[src/rtl/board_state.sv]
// rtl/board_state.sv - nine-cell board with per-player three-mark elimination and win detection
module board_state (
  input  logic       clk,
  input  logic       rst,
  input  logic [3:0] location,
  input  logic [1:0] mark,
  output logic [1:0] a0,
  output logic [1:0] a1,
  output logic [1:0] a2,
  output logic [1:0] a3,
  output logic [1:0] a4,
  output logic [1:0] a5,
  output logic [1:0] a6,
  output logic [1:0] a7,
  output logic [1:0] a8,
  output logic [1:0] gameend,
  output logic [3:0] fadeX,
  output logic [3:0] fadeO,
  output logic [1:0] countX,
  output logic [1:0] countO
);

  localparam logic [1:0] MARK_X   = 2'b10;
  localparam logic [1:0] MARK_O   = 2'b01;
  localparam logic [1:0] EMPTY    = 2'b00;
  localparam logic [3:0] LOC_NONE = 4'd9;

  // Board cells, index i holds cell i.
  logic [8:0][1:0] cell_q, cell_d;
  // Age queues, entry 0 is the oldest mark of that player.
  logic [2:0][3:0] qx_q, qx_d, qo_q, qo_d;
  logic [1:0]      cntx_q, cntx_d, cnto_q, cnto_d;
  logic [1:0]      gameend_q, gameend_d;
  logic [3:0]      prev_loc_q;
  logic [1:0]      prev_mark_q;

  logic is_player, in_range, is_new, target_empty, accept;

  // True when player p owns all three cells of any row, column or diagonal.
  function automatic logic has_line(input logic [8:0][1:0] b, input logic [1:0] p);
    has_line = (b[0] == p && b[1] == p && b[2] == p) ||
               (b[3] == p && b[4] == p && b[5] == p) ||
               (b[6] == p && b[7] == p && b[8] == p) ||
               (b[0] == p && b[3] == p && b[6] == p) ||
               (b[1] == p && b[4] == p && b[7] == p) ||
               (b[2] == p && b[5] == p && b[8] == p) ||
               (b[0] == p && b[4] == p && b[8] == p) ||
               (b[2] == p && b[4] == p && b[6] == p);
  endfunction

  // Move qualification: a fresh, in-range player move onto an empty cell while in play.
  always_comb begin
    is_player    = (mark == MARK_X) || (mark == MARK_O);
    in_range     = (location <= 4'd8);
    is_new       = ({location, mark} != {prev_loc_q, prev_mark_q});
    target_empty = 1'b0;
    for (int i = 0; i < 9; i++) begin
      if (location == 4'(i) && cell_q[i] == EMPTY) begin
        target_empty = 1'b1;
      end
    end
    accept = is_player && in_range && is_new && target_empty && (gameend_q == EMPTY);
  end

  // Next board and queue state: place the mark, evicting the mover's oldest when full.
  always_comb begin
    cell_d = cell_q;
    qx_d   = qx_q;
    qo_d   = qo_q;
    cntx_d = cntx_q;
    cnto_d = cnto_q;
    if (accept) begin
      if (mark == MARK_X) begin
        if (cntx_q == 2'd3) begin
          for (int i = 0; i < 9; i++) begin
            if (qx_q[0] == 4'(i)) begin
              cell_d[i] = EMPTY;
            end
          end
          qx_d = {location, qx_q[2], qx_q[1]};
        end else begin
          case (cntx_q)
            2'd0:    qx_d[0] = location;
            2'd1:    qx_d[1] = location;
            default: qx_d[2] = location;
          endcase
          cntx_d = cntx_q + 2'd1;
        end
      end else begin
        if (cnto_q == 2'd3) begin
          for (int i = 0; i < 9; i++) begin
            if (qo_q[0] == 4'(i)) begin
              cell_d[i] = EMPTY;
            end
          end
          qo_d = {location, qo_q[2], qo_q[1]};
        end else begin
          case (cnto_q)
            2'd0:    qo_d[0] = location;
            2'd1:    qo_d[1] = location;
            default: qo_d[2] = location;
          endcase
          cnto_d = cnto_q + 2'd1;
        end
      end
      // The evicted cell belongs to the mover and the target was empty, so they never collide.
      for (int i = 0; i < 9; i++) begin
        if (location == 4'(i)) begin
          cell_d[i] = mark;
        end
      end
    end
  end

  // Sticky winner, evaluated from the registered board; X wins a tie.
  always_comb begin
    gameend_d = gameend_q;
    if (gameend_q == EMPTY) begin
      if (has_line(cell_q, MARK_X)) begin
        gameend_d = MARK_X;
      end else if (has_line(cell_q, MARK_O)) begin
        gameend_d = MARK_O;
      end
    end
  end

  // State registers, cleared asynchronously.
  always_ff @(posedge clk or negedge rst) begin
    if (!rst) begin
      cell_q      <= '0;
      qx_q        <= {LOC_NONE, LOC_NONE, LOC_NONE};
      qo_q        <= {LOC_NONE, LOC_NONE, LOC_NONE};
      cntx_q      <= 2'd0;
      cnto_q      <= 2'd0;
      gameend_q   <= EMPTY;
      prev_loc_q  <= LOC_NONE;
      prev_mark_q <= EMPTY;
    end else begin
      cell_q      <= cell_d;
      qx_q        <= qx_d;
      qo_q        <= qo_d;
      cntx_q      <= cntx_d;
      cnto_q      <= cnto_d;
      gameend_q   <= gameend_d;
      prev_loc_q  <= location;
      prev_mark_q <= mark;
    end
  end

  assign a0      = cell_q[0];
  assign a1      = cell_q[1];
  assign a2      = cell_q[2];
  assign a3      = cell_q[3];
  assign a4      = cell_q[4];
  assign a5      = cell_q[5];
  assign a6      = cell_q[6];
  assign a7      = cell_q[7];
  assign a8      = cell_q[8];
  assign gameend = gameend_q;
  assign countX  = cntx_q;
  assign countO  = cnto_q;
  assign fadeX   = (cntx_q == 2'd3) ? qx_q[0] : LOC_NONE;
  assign fadeO   = (cnto_q == 2'd3) ? qo_q[0] : LOC_NONE;

endmodule

[config.mk]
export PLATFORM = sky130hd
export DESIGN_NAME = board_state
export DESIGN_NICKNAME = d
export VERILOG_FILES = /design/src/rtl/board_state.sv
export SDC_FILE = /design/constraint.sdc
export NUM_CORES = 1
export LEC_CHECK = 0
export CAP_MARGIN = 20
export CORE_ASPECT_RATIO = 0.7
export CORE_MARGIN = 5
export CORE_UTILIZATION = 36
export CTS_CLUSTER_DIAMETER = 120
export DETAILED_ROUTE_END_ITERATION = 8
export DONT_BUFFER_PORTS = 1
export GPL_ROUTABILITY_DRIVEN = 1
export SYNTH_ARGS = -nofsm -noshare
export SYNTH_HDL_FRONTEND = slang
export SYNTH_SLANG_ARGS = --single-unit
export TNS_END_PERCENT = 30
[constraint.sdc]
create_clock -name clk -period 4.3 [get_ports clk]
set_input_delay 0 -clock clk [delete_from_list [all_inputs] [get_ports clk]]
set_output_delay 0 -clock clk [all_outputs]
set_load 0.05 [all_outputs]
### Word level (Yosys, flattened, before mapping)

Cells that the tools add are included.

| operators by class | value |
|---|---|
| equal/unequal tests | 69 |
| reduce and logical (&&, ||, !) cells | 118 |
| $add $sub $neg | 2 |
| order comparisons | 1 |
| bitwise logic cells | 3 |
| muxes and demuxes | 51 |

Operators by type and width:

| cell | number |
|---|---|
| $mux W2 | 29 |
| $mux W18 | 3 |
| $ne A3 B1 Y1 const B | 18 |
| $reduce_bool A3 Y1 | 18 |
| $eq A4 B3 Y1 const B | 12 |
| $logic_and A1 B1 Y1 | 45 |
| $reduce_and A5 Y1 | 9 |
| $mux W4 | 8 |
| $eq A2 B1 Y1 const B | 12 |
| $eq A2 B2 Y1 const B | 12 |
| $eq A4 B2 Y1 const B | 6 |
| $logic_not A2 Y1 | 12 |
| $mux W12 | 2 |
| $reduce_and A3 Y1 | 8 |
| $logic_or A1 B1 Y1 | 15 |
| $eq A4 B1 Y1 const B | 3 |
| $eq A4 B4 Y1 const B | 3 |
| $logic_not A4 Y1 | 3 |
| $reduce_bool A2 Y1 | 5 |
| $mux W1 | 9 |
| $ne A6 B6 Y1 | 1 |
| $add A2 B1 Y2 const B | 2 |
| $le A4 B4 Y1 const B | 1 |
| $ne A2 B1 Y1 const B | 2 |
| 3 further kinds | 6 |

| storage, ports and cells | value |
|---|---|
| logic and storage cells | 264 |
| output and inout port bits | 32 |
| input bits | 8 |
| register bits after elaboration | 54 |

### Depth between registers and ports, before layout

| logic depth | value |
|---|---|
| depth in word-level cells | 14 |
| depth in mapped cells | 10 |
| gate-level depth less buffers | 7 |

### Worst setup path before layout

OpenSTA, ideal clock, no wires.

| path | value |
|---|---|
| kind | reg-to-reg |
| start point | reg cell_q, in the netlist a4[0] |
| end point | reg cell_q, in the netlist a4[0] |
| period minus slack after synthesis | 2.109 ns |
| arrival time | 1.987 ns |
| cell stages (with the launch flop) | 8 |
| buffers on the path | 2 |
| required time | 4.178 ns |
| slack | 2.191 ns |
| library setup time | 0.122 ns |
| cells stage by stage | dfrtp_1 -> nor2_1 -> a22oi_1 -> nand4_4 -> o21a_1 -> buf_6 -> buf_6 -> a32o_1 |

| between the ends | value |
|---|---|
| longest elaborated chain between the ends | 10 |

RTL lines:

| element | line | source |
|---|---|---|
| from (decl) | 29 | `logic [8:0][1:0] cell_q, cell_d;` |
| from (signal assigned) | 139 | `cell_q <= cell_d;` |
| $logic_not A2 Y1 | 58 | `if (location == 4'(i) && cell_q[i] == EMPTY) begin` |
| $logic_and A1 B1 Y1 | 58 |  |
| $mux W1 (5 in series) | 58 |  |
| $logic_and A1 B1 Y1 (2 in series) | 62 | `accept = is_player && in_range && is_new && target_empty && (gameend_q == EMPTY);` |
| $reduce_and A5 Y1 (no line) | n/a |  |

No other way between the ends.
A chain may end at the register's enable or synchronous reset.

### Final worst setup path

| path | value |
|---|---|
| start point | reg cnto_q[0], in the netlist countO[0] |
| end point | reg cell_q, in the netlist a0[1] |

| between the ends | value |
|---|---|
| longest elaborated chain between the ends | 3 |

RTL lines:

| element | line | source |
|---|---|---|
| from (decl) | 32 | `logic [1:0] cntx_q, cntx_d, cnto_q, cnto_d;` |
| from (signal assigned) | 143 | `cnto_q <= cnto_d;` |
| $eq A2 B2 Y1 | 90 | `if (cnto_q == 2'd3) begin` |
| $reduce_bool A3 Y1 (no line) | n/a |  |
| $reduce_and A5 Y1 (no line) | n/a |  |

No other way between the ends.

==> reports/summary.txt <==
R2R depth - 5
crit-path cells - ha_1, nor4b_1, a221o_1, o211ai_1, a32o_1
overall power - 0.002352 W
Worst Path Required - 4.48 ns
Seq pwr share - 0.499
Avg WL per Cell - 19.79 um
H-tree levels - 2
max_slew headroom - 0.2955
Die ar. - 10,990 um2
CTS Buffer Depth - 2
Avg Synthesized Cell Area - 10.35 um2
CP Max Fanout - 16
Via density - 5.780
Slowest-stage cell, CP - nor4b_1
# clock sinks - 54
Worst R2R Start - countO[0]
Clock Skew - 0.005648 ns
VDD IR-drop max - 0.0003677 V
Distinct cells, synth - 52
vias in the first global route - 2,449
pwr/cell area - 663.1 nW/um2
Gate power share - 0.306
post-DP HPWL - 5859 um
WP data arrival - 3.01 ns
TNS Setup - 0 ns
Worst-Margin Slew - 1.057 ns
clock root cell - clkbuf_16
DRC Markers - 0
routability congestion estimate - 0.7805
fraction of layout cells with a size suffix above 1 - 0.1961
Final Cell Area - 3547 um2
CTS tree - yes
Fmax - 0.3531 GHz
Cell Area, Placed - 3284 um2
core area - 8583 um2
Starting Density - 0.3761
Lkg Pwr - 1.473 nW
CTS clk-pin slew, worst paths - 0.07 ns
drt pass-1 iters - 5
Post-synth EDFFs - 0
net switching power - 0.001073 W
Post-Place Worst Slack - 1.510 ns
site row count - 28
number of max-cap violations - 0
final hold viol count - 0
hold path depth - 2
Hold Path Class - input port to flop
Synth Warn # - 0
Top Registers - qo_q (12), qx_q (12), prev_loc_q (4)
status - finished, final reports clean
worst hold endpoint - a8[0]
final WL - 8531 um
r2r setup slk - 1.47 ns
IO Count - 40
worst r2r dst - a0[1]
post-layout min period - 2.832 ns
Slew Viols, Final - 0
Ant. Diodes - 0
largest net degree at the start of global routing - 55
Worst setup SP type - flop
Die W - 123.2 um
cts bufs inserted - 5
kind of critical path - flop to flop
# nets final - 325
Clk pwr share - 0.195
ys async rst share - 1.000
syn nets - 327
switching fraction of total power - 0.4561
Critical Path Max Stage Delay - 0.74 ns
first-pass GRT wire length - 13,740 um
Global Route Usage Sum - 0.1607
iteration-0 DRC count of the detailed router - 186
Synth Cell Area - 3228 um2
Cells after Synth - 312
Seq/Total Area, Yosys - 0.4240
gr ovfl total - 0
area added between synthesis and finish - 9.884%
Cell Int Power - 0.001279 W
Post-CTS Setup Inserts - 0
Final setup viols - 0
Vias - 2,491
Clk Latency, worst-skew pair - 0.29 ns
die height - 89.23 um
unrepaired setup endpoints after global routing - no
Final ANT Viol Nets - 0
Main synth FF type - dfrtp_1
initial antenna violation count - 0
port buffer count - 0
Worst Hold Launch - location[1]
worst setup margin - 1.468 ns
crit end category - flop
Final Cycle Share - 0.6587
Yosys reg bits - 54
==> metal layers <==
metal | part of all wire | vias up | GRT usage
met4 | 0.0055 | 0 | 0.03015
met1 | 0.53 | 1255 | 0.2589
li1 | - | 1155 | -
met2 | 0.40 | 76 | 0.2091
met3 | 0.072 | 5 | 0.04617
met5 | 0 | - | 0
==> power groups by stage <==
stage               clock network (W)  logic, W  registers [W]
floorplan                           0  0.000628        0.00108
global placement                    0  0.000681        0.00117
detailed placement                  0  0.000694        0.00118
CTS                          0.000470  0.000723        0.00117
global route                 0.000495  0.000794        0.00120
finish                       0.000459  0.000719        0.00117
==> layout by cell type, fill, tap and decap left out, drive strengths merged, types with 5 or more instances in the layout <==
cell type	instances
nand2	46
nor4b	5
nor3	5
mux2	25
clkbuf	5
o211ai	11
ha	7
inv	12
a32o	18
dfstp	14
nor2b	8
xor2	6
nand2b	5
o2111ai	5
dfrtp	40
o21ai	12
nor2	19
dlygate4sd3	7
nor4bb	12
==> synthesized netlist by cell type, types with 7 or more instances <==
cell	n	area [um2]
a32o_1	18	180.2
clkbuf_1	7	26.28
dfrtp_1	40	1001
dfstp_2	14	367.9
ha_1	7	87.58
inv_1	12	45.04
mux2_2	25	281.5
nand2_1	46	172.7
nor2_1	19	71.32
nor2b_1	8	50.05
nor4bb_1	12	120.1
o211ai_1	8	60.06
o21ai_0	12	60.06
==> worst max-delay path: cells and delay by family (launching register included) <==
kind	cells	cell delay, ns
compound gates	3	0.65
fa+ha+maj	1	0.59
flops	1	0.73
simple gates	1	0.74
==> logic make-up (layout without fill, tap and decap cells) <==
family / count (synthesis) / after routing / synth area share
simple gates: 125 / 125 / 0.2271
mux: 26 / 26 / 0.09031
buf+inv: 29 / 28 / 0.04302
xor+xnor: 8 / 8 / 0.02171
compound gates: 63 / 63 / 0.1667
flops: 54 / 54 / 0.4240
fa+ha+maj: 7 / 7 / 0.02713
==> final cells by class <==
cell class                 count  area (um2)
clock buffer                   5       125.1
clock inverter                 3       40.04
fill                         818        5036
inverter                      12       45.04
multi-input combinational    229        1720
sequential                    54        1369
tap                          120       150.1
timing repair buffer           8       97.59
==> worst max path at each step <==
stage              start  endpoint  slack [ns]  cells past startpoint
2_1_floorplan      a4[0]     a4[0]        2.19                      7
6_report       countO[0]     a0[1]        1.47                      5
4_1_cts        countO[0]     a0[1]        1.49                      5
3_3_place_gp   countO[0]     a0[1]        1.57                      5
3_5_place_dp   countO[0]     a0[1]        1.51                      5
5_1_grt        countO[0]     a4[1]        1.17                      6
==> per-stage QoR <==
stage / std cells / utilization / hold slack [ns]
2_1_floorplan: 312 / - / -0.2956
3_3_place_gp: 415 / 0.3827 / -0.2935
3_5_place_dp: 415 / 0.3827 / -0.2936
4_1_cts: 431 / 0.4133 / 0.03434
5_1_grt: 431 / 0.4133 / 0.03827
6_report: 431 / 0.4133 / 0.03856
==> repair_timing <==
action / CTS / global route
endpoints found under the setup margin: 0 / 0
gates resized for setup: 0 / 0
hold buffers: 8 / 0
hold endpoints to repair: 102 / 0
Power figures use the tool's default switching activity.
